$ cat src/rtl/div_unit_pkg.sv
// Shared definitions for the multi-cycle divider: state encodings, bus widths,
// handshake levels and the sign fix-up helper applied to the unsigned core result.
// Imported by div_unit; no ports.
package div_unit_pkg;

    localparam int          REG_W        = 32;
    localparam logic [31:0] ZERO_WORD    = 32'h0000_0000;
    localparam logic        RST_ENABLE   = 1'b1;

    localparam logic DIV_RESULT_READY     = 1'b1;
    localparam logic DIV_RESULT_NOT_READY = 1'b0;
    localparam logic DIV_START            = 1'b1;
    localparam logic DIV_STOP             = 1'b0;

    typedef enum logic [1:0] {
        DIV_FREE    = 2'b00,
        DIV_BYZERO  = 2'b01,
        DIV_ON      = 2'b10,
        DIV_END     = 2'b11
    } div_state_t;

    // The core divides magnitudes; signs are re-applied here.
    // Flags are already gated with the signed-op bit at acceptance.
    function automatic logic [63:0] sign_fixup(input logic        neg_quo,
                                               input logic        neg_rem,
                                               input logic [31:0] rem,
                                               input logic [31:0] quo);
        logic [31:0] q;
        logic [31:0] r;
        q = neg_quo ? (ZERO_WORD - quo) : quo;
        r = neg_rem ? (ZERO_WORD - rem) : rem;
        return {r, q};
    endfunction

endpackage

$ cat src/rtl/div_unit.sv
// Multi-cycle 32/32 radix-2 restoring divider for DIV/DIVU (EX stage).
// Ports: clk, rst (sync, active-high), signed_div_i, opdata1_i/opdata2_i (sampled
//   at acceptance), start_i (held until ready_o), annul_i (flush), result_o
//   {rem,quo}, ready_o. Latency 33 cycles, 2 for divide-by-zero.
// Optional DIV_EARLY_OUT_EN: |op1| < |op2| finishes through the short BYZERO path.
module div_unit
    import div_unit_pkg::*;
(
    input  logic                 clk,
    input  logic                 rst,
    input  logic                 signed_div_i,
    input  logic [REG_W-1:0]     opdata1_i,
    input  logic [REG_W-1:0]     opdata2_i,
    input  logic                 start_i,
    input  logic                 annul_i,
    output logic [2*REG_W-1:0]   result_o,
    output logic                 ready_o
);

    div_state_t        state;
    div_state_t        state_nxt;
    logic [5:0]        cnt;
    logic [63:0]       work;        // {partial remainder, quotient/dividend bits}
    logic [31:0]       divisor;     // |op2|
    logic              neg_quo;
    logic              neg_rem;

    logic              op1_neg;
    logic              op2_neg;
    logic [31:0]       abs1;
    logic [31:0]       abs2;
    logic              early;

    logic [32:0]       part;
    logic              borrow;
    logic [31:0]       diff;
    logic [63:0]       step_work;

    logic [63:0]       result_nxt;
    logic              ready_nxt;

    assign op1_neg = signed_div_i & opdata1_i[31];
    assign op2_neg = signed_div_i & opdata2_i[31];
    assign abs1    = op1_neg ? (ZERO_WORD - opdata1_i) : opdata1_i;
    assign abs2    = op2_neg ? (ZERO_WORD - opdata2_i) : opdata2_i;

`ifdef DIV_EARLY_OUT_EN
    assign early = (abs1 < abs2);
`else
    assign early = 1'b0;
`endif

    // One restoring step: the shifted remainder is 33 bits wide; when it is
    // >= divisor the true difference is below 2^32, so a 32-bit subtract is exact.
    assign part      = work[63:31];
    assign borrow    = part < {1'b0, divisor};
    assign diff      = part[31:0] - divisor;
    assign step_work = borrow ? {work[62:0], 1'b0}
                              : {diff, work[30:0], 1'b1};

    // State register
    always_ff @(posedge clk) begin
        if (rst == RST_ENABLE) state <= DIV_FREE;
        else                   state <= state_nxt;
    end

    // Next-state logic; annul overrides everything
    always_comb begin
        state_nxt = state;
        if (annul_i) begin
            state_nxt = DIV_FREE;
        end else begin
            case (state)
                DIV_FREE:   if (start_i == DIV_START)
                                state_nxt = ((opdata2_i == ZERO_WORD) || early) ? DIV_BYZERO : DIV_ON;
                DIV_BYZERO: state_nxt = DIV_END;
                DIV_ON:     if (cnt == 6'd31) state_nxt = DIV_END;
                DIV_END:    if (start_i == DIV_STOP) state_nxt = DIV_FREE;
                default:    state_nxt = DIV_FREE;
            endcase
        end
    end

    // Output logic (next values of the registered outputs)
    always_comb begin
        result_nxt = result_o;
        ready_nxt  = ready_o;
        if (annul_i) begin
            result_nxt = '0;
            ready_nxt  = DIV_RESULT_NOT_READY;
        end else begin
            case (state)
                DIV_FREE: begin
                    result_nxt = '0;
                    ready_nxt  = DIV_RESULT_NOT_READY;
                end
                // work holds 0 for x/0, or {|op1|, 0} for early-out
                DIV_BYZERO: begin
                    result_nxt = sign_fixup(neg_quo, neg_rem, work[63:32], work[31:0]);
                    ready_nxt  = DIV_RESULT_READY;
                end
                DIV_ON: if (cnt == 6'd31) begin
                    result_nxt = sign_fixup(neg_quo, neg_rem, step_work[63:32], step_work[31:0]);
                    ready_nxt  = DIV_RESULT_READY;
                end
                DIV_END: if (start_i == DIV_STOP) begin
                    result_nxt = '0;
                    ready_nxt  = DIV_RESULT_NOT_READY;
                end
                default: begin
                    result_nxt = '0;
                    ready_nxt  = DIV_RESULT_NOT_READY;
                end
            endcase
        end
    end

    always_ff @(posedge clk) begin
        if (rst == RST_ENABLE) begin
            result_o <= '0;
            ready_o  <= DIV_RESULT_NOT_READY;
        end else begin
            result_o <= result_nxt;
            ready_o  <= ready_nxt;
        end
    end

    // Datapath: operand capture and iteration
    always_ff @(posedge clk) begin
        if (rst == RST_ENABLE) begin
            cnt     <= '0;
            work    <= '0;
            divisor <= '0;
            neg_quo <= 1'b0;
            neg_rem <= 1'b0;
        end else if (annul_i) begin
            cnt <= '0;
        end else begin
            case (state)
                DIV_FREE: if (start_i == DIV_START) begin
                    cnt     <= '0;
                    divisor <= abs2;
                    neg_quo <= op1_neg ^ op2_neg;
                    neg_rem <= op1_neg;
                    if (opdata2_i == ZERO_WORD) work <= '0;
                    else if (early)             work <= {abs1, ZERO_WORD};
                    else                        work <= {ZERO_WORD, abs1};
                end
                DIV_ON: begin
                    work <= step_work;
                    cnt  <= cnt + 6'd1;
                end
                default: ;
            endcase
        end
    end

endmodule

$ cat config.mk
export PLATFORM = sky130hd
export DESIGN_NAME = div_unit
export DESIGN_NICKNAME = d
export VERILOG_FILES = /design/src/rtl/div_unit_pkg.sv /design/src/rtl/div_unit.sv
export SDC_FILE = /design/constraint.sdc
export NUM_CORES = 1
export LEC_CHECK = 0
export BUFFER_PORTS_ARGS = -buffer_cell sky130_fd_sc_hd__buf_2
export CAP_MARGIN = 20
export CORE_ASPECT_RATIO = 2
export CORE_MARGIN = 10
export CORE_UTILIZATION = 26
export DETAILED_ROUTE_END_ITERATION = 8
export PLACE_DENSITY = 0.54
export SLEW_MARGIN = 20
export SYNTH_ARGS = -nofsm -noshare
export SYNTH_HDL_FRONTEND = slang
export SYNTH_SLANG_ARGS = --single-unit
$ cat constraint.sdc
create_clock -name clk -period 4.66 [get_ports clk]
set_input_delay 0.932 -clock clk [delete_from_list [all_inputs] [get_ports clk]]
set_output_delay 0.932 -clock clk [all_outputs]
set_load 0.05 [all_outputs]
* Yosys cells after proc, flatten, opt, wreduce, memory -nomap -nowiden
Cells that the tools add are included.
** Cells by class
- Multiplexer cells :: 23
- Add/sub/neg operators :: 8
- Reduce and logical (&&, ||, !) cells :: 9
- Eq/ne operators :: 7
- Magnitude comparators :: 1
- Bitwise operators :: 4
** Operators by type and width (number)
- two-way mux 64 bit :: 4
- case mux 64 bit (4 select lines) :: 1
- two-way mux 32 bit :: 7
- subtractor 1 x 32 -> 32 bit (first input constant) :: 6
- case mux 64 bit (2 select lines) :: 1
- < comparator 33 x 32 -> 1 bit :: 1
- logical NOT 32 bit :: 1
- subtractor 32 bit :: 1
- case mux 6 bit (2 select lines) :: 1
- AND reduction 3 bit :: 3
- two-way mux 2 bit :: 4
- case mux 2 bit (4 select lines) :: 1
- adder 6 x 1 -> 6 bit (second input constant) :: 1
- == test 6 x 5 -> 1 bit (second input constant) :: 1
- two-way mux 6 bit :: 1
- != test 2 bit (second input constant) :: 3
- == test 2 bit (second input constant) :: 2
- case mux 1 bit (4 select lines) :: 1
- AND reduction 2 bit :: 2
- AND 1 bit :: 2
- == test 2 x 1 -> 1 bit (second input constant) :: 1
- logical NOT 2 bit :: 1
- two-way mux 1 bit :: 2
- nonzero test 2 bit :: 1
- 3 further kinds :: 3
** Word-level totals
- Register bits after elaboration :: 171
- Input bits :: 69
- Output and inout port bits :: 65
- Logic and storage cells :: 60

* Depth between registers and ports, before layout
Gate-level depths: netlist (run 1).
- Word-level depth :: 6
- Mapped depth :: 23
- Mapped depth without buffers :: 19

* Least setup slack after synthesis (run 1)
OpenSTA, ideal clock, no wires.
- Kind :: register -> register
- From :: reg work[41]
- To :: reg result_o[30]
- Data required time :: 4.532 ns
- Path slack :: 0.680 ns
- Library setup time :: 0.128 ns
- Buffers on the path :: 4
- Arrival :: 3.852 ns
- Period minus slack after synthesis :: 3.980 ns
- Cell stages (with the launch flop) :: 22
- Path through :: dfxtp_1 -> ha_1 -> buf_6 -> a21o_1 -> a31oi_1 -> o2bb2ai_1 -> a221oi_4 -> nand2_4 -> inv_2 -> buf_2 -> buf_2 -> buf_1 -> ha_1 -> nand2_1 -> nand2_1 -> nand2_1 -> nor2_1 -> nand2_1 -> xor2_1 -> a22o_1 -> a22oi_1 -> nor2_1
** On the way
- Word-level cells in the longest chain between the ends :: 6
** Ends and longest elaborated chain
- start: declaration :: line div_unit.sv:23 : logic [63:0] work;
- start signal: assignment :: line div_unit.sv:146 : else if (early) work <= {abs1, ZERO_WORD};
- start signal: assignment :: line div_unit.sv:147 : else work <= {ZERO_WORD, abs1};
- start signal: assignment :: line div_unit.sv:150 : work <= step_work;
- < comparator 33 x 32 -> 1 bit :: line div_unit.sv:56 : assign borrow = part < {1'b0, divisor};
- two-way mux 64 bit :: line div_unit.sv:58 : assign step_work = borrow ? {work[62:0], 1'b0}
- subtractor 1 x 32 -> 32 bit :: line div_unit_pkg.sv:30 : q = neg_quo ? (ZERO_WORD - quo) : quo;
- two-way mux 32 bit :: line div_unit_pkg.sv:30
- two-way mux 64 bit :: line div_unit.sv:102 : DIV_ON: if (cnt == 6'd31) begin
- case mux 64 bit (4 select lines) :: line div_unit.sv:92 : case (state)
- end signal: assignment :: line div_unit.sv:123 : result_o <= result_nxt;
- end: declaration :: line div_unit.sv:16 : output logic [2*REG_W-1:0] result_o,
No other way between the ends. The select of a mux whose other input is x is not followed.
A chain may end at the register's enable or synchronous reset.

* Final worst setup path (run 1)
- From :: reg work[41]
- To :: reg result_o[57]
** On the way
- Word-level cells in the longest chain between the ends :: 6
- Elaborated cells between the ends (all ways) :: 9
- Those cells by class :: 3 x add/sub; 1 x order compare; 5 x mux
** Ends and longest elaborated chain
- subtractor 32 bit / < comparator 33 x 32 -> 1 bit (equally long branches) :: line div_unit.sv:57, div_unit.sv:56
- two-way mux 64 bit :: line div_unit.sv:58
- subtractor 1 x 32 -> 32 bit :: line div_unit_pkg.sv:31 : r = neg_rem ? (ZERO_WORD - rem) : rem;
- two-way mux 32 bit :: line div_unit_pkg.sv:31
- two-way mux 64 bit :: line div_unit.sv:102
- case mux 64 bit (4 select lines) (*) :: line div_unit.sv:92
Every way passes the cells marked *; elsewhere a longest branch is shown, timed or not. The select of a mux whose other input is x is not followed.

==> results of run 1 <==
[worst max-delay path, stage by stage, from the launching register on]
cell and delay (ns):
dfxtp_1 0.50, ha_1 0.41, a21o_1 0.24, a31oi_1 0.39
o2bb2ai_1 0.28, a221oi_4 0.36, nand2_4 0.10, buf_12 0.21
or4_1 0.52, o41a_1 0.19, o41ai_2 0.39, xnor2_1 0.14
a222oi_1 0.34, nor3_1 0.09
[how the worst max path moves through the flow]
stage	startpoint	to	depth (start not counted)
2_1_floorplan	work[41]$_SDFFE_PP0P_	result_o[30]$_SDFFE_PP0P_	21
3_3_place_gp	work[31]$_SDFFE_PP0P_	result_o[58]$_SDFFE_PP0P_	16
5_1_grt	work[41]$_SDFFE_PP0P_	result_o[59]$_SDFFE_PP0P_	14
4_1_cts	work[31]$_SDFFE_PP0P_	result_o[58]$_SDFFE_PP0P_	16
6_report	work[41]$_SDFFE_PP0P_	result_o[57]$_SDFFE_PP0P_	13
3_5_place_dp	work[31]$_SDFFE_PP0P_	result_o[58]$_SDFFE_PP0P_	16
[sequential cells by signal (all words and copies together), names as in the netlist]
name,flops
result_o,64
work,64
divisor,32
cnt,6
state,2
neg_quo,1
neg_rem,1
ready_o,1
[cell type report]
type                    count  area share [%]
diodes                      1         0.01635
clock buffers              19           2.959
clock inverters            13          0.8910
inverters                  55           1.349
multi-input cells        1430           59.76
flip-flops and latches    171           22.37
well taps                 654           5.346
repair buffers            188           7.308
[layer usage]
layer	track usage (%)	wire (um)	part of all wire (%)	vias to the layer above
met3	2.557	2044	3.9	122
met5	0	0	0	-
met4	9.718	2822	5.4	0
met1	15.83	18930	36	6463
met2	31.87	28420	54	391
li1	-	-	-	6632
[cells in the final DEF (no fill, tap or decap), types with 11 or more instances in the layout]
cell type / Yosys / final
o21ai_1: 12 / 12
ha_1: 43 / 43
a21oi_1: 100 / 100
o21ai_0: 88 / 88
inv_1: 54 / 54
xor2_1: 81 / 81
clkbuf_16: 0 / 17
or2_2: 13 / 13
nand2b_1: 14 / 14
nor2_1: 253 / 251
or4_1: 21 / 21
nand3_1: 23 / 23
o41ai_1: 12 / 12
o22ai_1: 11 / 11
a21o_1: 15 / 15
a211oi_1: 34 / 34
o21a_1: 12 / 12
a22oi_1: 73 / 73
buf_2: 11 / 132
a222oi_1: 34 / 34
nand2_1: 184 / 184
xnor2_1: 107 / 107
buf_4: 1 / 53
nor3_1: 38 / 37
or3_1: 39 / 39
nor4_1: 19 / 19
dfxtp_1: 171 / 170
o31ai_1: 40 / 40
[power by group through the flow]
stage	combinational, mW	sequential, mW	clock (mW)
6_report	1.05	1.59	1.49
2_1_floorplan	0.740	1.57	0
5_1_grt	1.15	1.59	1.57
4_1_cts	1.05	1.58	1.52
3_5_place_dp	1.05	1.62	0
3_3_place_gp	1.04	1.62	0
[cell families after synthesis]
kind of cell             Yosys count  share of synthesized area (%)
AND/OR/NAND/NOR                  650                          22.51
AO/OA/AOI/OAI                    536                          28.54
buffers and inverters            192                          5.676
XOR/XNOR                         188                          12.39
flip-flops                       171                          25.75
adder cells (fa/ha/maj)           44                          4.198
multiplexers                      12                         0.9319
[repair_timing]
| item | CTS | global route |
|---|---|---|
| hold buffers | 0 | 0 |
| setup endpoints to repair | 0 | 6 |
| resized for setup | 0 | 3 |
==> results.ini, run 1 <==
[setup_path]
required_ns = 4.98
arrival_ns = 4.64
cp_max_fo = 54
worstSetupPathType = reg2reg
cp-start-kind = flop
r2r_start = work[41]$_SDFFE_PP0P_
r2r_cells = 13
cp-end-kind = flop
timing.rr.end = result_o[57]$_SDFFE_PP0P_
reg2reg_slack_ns = 0.35

[routing]
post-route-drc-count = 5
via_per_inst = 5.377
firstDrtPassIters = 9
vias = 13610
drt-total-wl_mm = 52.22
drtIter0Drc = 908
postRouteAntennaNets = 0
wl_per_cell_um = 20.63

[grt]
grt_pass1_wl_mm = 79.46
grt-ovfl-total = 0
antenna_found_initial = 2
grt_pass1_vias = 13540
grt_max_degree = 86
track_usage_pct = 16.42

[power_and_ir_drop]
powerDensity_nw_per_um2 = 269.3
p_int_mw = 2.660
power.leakage_nw = 6.087
p_switching_mw = 1.462
p_seq_share_pct = 38.5
clock_power_share_pct = 36.1
swShare_pct = 35.47
combPwrFrac_pct = 25.5
power_mw = 4.122
peakVddDrop_mv = 0.2524

[synthesis]
synthTopCellsByArea = dfxtp_1 (26%), nor2_1 (7.1%), xnor2_1 (7.1%)
synth_edf_count = 0
netlist.top_cell.by_area = dfxtp_1
ys_ff_latch = 171
yosys.cell_count.top_type = nor2_1
synth_cell_type_count = 88
syn_inst = 1793
synth_top_area_share_pct = 25.75
syn_nets = 1906
ys_seq_area_share_pct = 25.75
synthArstFlopShare_pct = 0
synthFlopType = dfxtp_1
yosysWarnings = 0
avgSynthCellArea_sq_um = 7.414
synth_common_cells = nor2_1 (253), nand2_1 (184), dfxtp_1 (171)
syn_area_sq_um = 13290

[finish]
seq_area_sq_um = 3425
layout.nets = 1976
multi_input_area_sq_um = 9146
nFillCells = 5491
areaGrowthSynthToFinish_pct = 15.14
final_area_sq_um = 15310
finalNonFillerCells = 2531
layout-drive-gt1-share_pct = 14.39
final_util_pct = 30.13

[timing]
fin_ws_ns = 0.3483
finalSetupTns_ns = 0
fmax_mhz = 231.9
rsz0062_at_grt = no
tightestPinTransition_ns = 0.9876
slew_headroom_pct = 34.16
holdWs_ns = 0.4652
timing_hold_violations_final = 0
post-route-period-util_pct = 92.52
fin_worst_skew_ns = 0.02083
slew_violations = 0
post-route-min-period_ns = 4.312
setup_viol = 0

[floorplanning]
dieArea_sq_um = 61120
core-area_sq_um = 50800
rows = 117
pin_count = 134
die_y_um = 339.8
initial_utilization_pct = 26.17
die_w_um = 179.9

[place]
dpl_worst_slack_ns = 0.3007
place_area_sq_um = 14700
port_buffers = 133
dpl.cell_count = 2498
hpwl_mm = 41.54
gp_congestion = 0.9598

[clock_tree]
post_cts_buffers = 0
htree_levels = 4
insertion_delay_ns = 0.47
cts_tree = built
clock_sinks = 171
cts.clk_slew.worst_paths_ns = 0.07
cts_made_buffers = 17
cts-root-buf = clkbuf_16
clockBufferDepth = 2

[job]
max-cap-violations = 0

[run_status]
outcome = finished with violations
violations = DRC

[hold_path]
hp-start = result_o[59]$_SDFFE_PP0P_
hold_depth = 2
hold_path.class = reg2reg
hold_end = result_o[59]$_SDFFE_PP0P_

Note: power is estimated with default switching activity, not from simulation.
==> run 2: changes to the inputs <==
--- a/config.mk
+++ b/config.mk
@@ -7,11 +7,13 @@
 export LEC_CHECK = 0
 export BUFFER_PORTS_ARGS = -buffer_cell sky130_fd_sc_hd__buf_2
 export CAP_MARGIN = 20
-export CORE_ASPECT_RATIO = 2
+export CORE_ASPECT_RATIO = 1.75
 export CORE_MARGIN = 10
 export CORE_UTILIZATION = 26
 export DETAILED_ROUTE_END_ITERATION = 8
 export PLACE_DENSITY = 0.54
+export RECOVER_POWER = 100
+export SETUP_SLACK_MARGIN = 0.15
 export SLEW_MARGIN = 20
 export SYNTH_ARGS = -nofsm -noshare
 export SYNTH_HDL_FRONTEND = slang
==> results.ini, run 2 (synthesis results as in run 1) <==
[setup_path]
r2r_cells = 16
arrival_ns = 4.75
worstSetupPathType = reg2reg
r2r_start = work[31]$_SDFFE_PP0P_
cp_common_cell = o221ai_1
reg2reg_slack_ns = 0.24
path_cells = inv_1 > ha_1 > fa_1 > nand2b_1 > a21bo_2 > a21boi_0 > nor4_2 > o21ai_1 > o211ai_1 > nor4_1 > buf_4 > o221ai_1 > clkbuf_1 > o31ai_1 > xor2_1 > o221ai_1
crit_path_max_incr_delay_ns = 0.60
crit_path_top_delay_cell = a21boi_0
timing.rr.end = result_o[62]$_SDFFE_PP0P_
required_ns = 4.99
cp-start-kind = flop
cp_max_fo = 4
cp-end-kind = flop

[timing]
rsz0062_at_grt = yes
slew_violations = 32
fmax_mhz = 226.4
timing_hold_violations_final = 0
setup_viol = 0
fin_worst_skew_ns = 0.01556
tightestPinTransition_ns = 2.169
slew_headroom_pct = -45.10
post-route-min-period_ns = 4.416
finalSetupTns_ns = 0
post-route-period-util_pct = 94.77

[power_and_ir_drop]
powerDensity_nw_per_um2 = 266.1
peakVddDrop_mv = 0.2741
power.leakage_nw = 5.691

[run_status]
violations = DRC, capacitance limit, slew limit
outcome = finished with violations

[clock_tree]
insertion_delay_ns = 0.47
cts-root-buf = clkbuf_16
cts_made_buffers = 17
clock_sinks = 171
cts.clk_slew.worst_paths_ns = 0.07
clockBufferDepth = 2
htree_levels = 4
cts_tree = built
post_cts_buffers = 0

[finish]
finalNonFillerCells = 2532
top_regs = result_o: 64 flops, work: 64 flops, divisor: 32 flops
final_common_cell = nor2_1
layout-drive-gt1-share_pct = 9.539
final_cell_mix = nor2_1 (252), nand2_1 (184), dfxtp_1 (170), xnor2_1 (107), a21oi_1 (100)
layout.nets = 1967
antenna_cells = 0
areaGrowthSynthToFinish_pct = 13.07

[floorplanning]
die_w_um = 190.9
core-area_sq_um = 50600
initial_utilization_pct = 26.27
die_y_um = 319.1
rows = 109
dieArea_sq_um = 60930
pin_count = 134

[routing]
post-route-drc-count = 2
firstDrtPassIters = 9
vias = 13500
drt-total-wl_mm = 51.64
drtIter0Drc = 1004
postRouteAntennaNets = 0
via_per_inst = 5.333
wl_per_cell_um = 20.40

[grt]
grt_max_degree = 84
grt_pass1_vias = 13230
grt_pass1_wl_mm = 78.54
antenna_found_initial = 2
grt-ovfl-total = 0
track_usage_pct = 16.54

[hold_path]
hold_path.class = reg2reg
hold_end = ready_o$_SDFFE_PP0P_
hp-start = ready_o$_SDFFE_PP0P_
hold_depth = 2

[place]
port_buffers = 133
gp_congestion = 0.9282
hpwl_mm = 40.60
dpl.cell_count = 2501

[job]
max-cap-violations = 1

==> run 2: layer usage <==
| layer | vias to the layer above | global-route usage [%] | wire (um) |
|---|---|---|---|
| li1 | 6620 | - | - |
| met5 | - | 0 | 7 |
| met1 | 6373 | 16.29 | 18540 |
| met4 | 2 | 10.08 | 2955 |
| met3 | 112 | 3.115 | 2482 |
| met2 | 396 | 30.92 | 27660 |
==> run 2: worst max-delay path by stage <==
stage | slack [ns] | start | endpoint
after floorplan | 0.68 | work[41]$_SDFFE_PP0P_ | result_o[30]$_SDFFE_PP0P_
after global placement | 0.49 | work[40]$_SDFFE_PP0P_ | result_o[59]$_SDFFE_PP0P_
after detailed placement | 0.40 | work[31]$_SDFFE_PP0P_ | result_o[63]$_SDFFE_PP0P_
after CTS | 0.35 | work[31]$_SDFFE_PP0P_ | result_o[63]$_SDFFE_PP0P_
after global routing | 0.08 | work[31]$_SDFFE_PP0P_ | result_o[62]$_SDFFE_PP0P_
final | 0.24 | work[31]$_SDFFE_PP0P_ | result_o[62]$_SDFFE_PP0P_
==> run 2: repair_timing <==
item | 4_1_cts | 5_1_grt
resized for setup | 0 | 1
hold buffers | 0 | 0
endpoints found under the setup margin | 0 | 3
==> run 2: critical path, delay by kind of cell (launching register included) <==
kind	cells	cell delay, ns
AND/OR/NAND/NOR	3	0.72
XOR/XNOR	1	0.20
buffers and inverters	3	0.46
AO/OA/AOI/OAI	7	1.81
adder cells (fa/ha/maj)	2	0.68
flip-flops	1	0.39
==> run 2: area by class of cell <==
class	instances	area, sq um
clock buffer	19	452.9
clock inverter	12	91.34
fill	5550	35570
timing repair buffer	179	910.9
inverter	55	206.4
multi-input combinational	1430	9111
tap	666	833.3
sequential	171	3425
==> run 2: stage by stage <==
| step | hold slack [ns] | instance area [sq um] | worst slack [ns] | total power [mW] | utilization [%] |
|---|---|---|---|---|---|
| floorplan | 0.4319 | 13290 | 0.6803 | 2.308 | - |
| global placement | 0.4415 | 14640 | 0.4884 | 2.644 | 28.93 |
| detailed placement | 0.4449 | 14640 | 0.3953 | 2.652 | 28.93 |
| CTS | 0.4650 | 15180 | 0.3537 | 4.048 | 30.01 |
| global route | 0.4831 | 15030 | 0.07537 | 4.194 | 29.71 |
| finish | 0.4675 | 15030 | 0.2438 | 4.000 | 29.71 |
==> run 2: where the power goes <==
group / switching [mW] / internal, mW / total (mW) / leakage (nW)
registers: 0.0733 / 1.51 / 1.58 / 1.39
clock network: 0.679 / 0.710 / 1.39 / 0.259
logic: 0.670 / 0.361 / 1.03 / 4.05
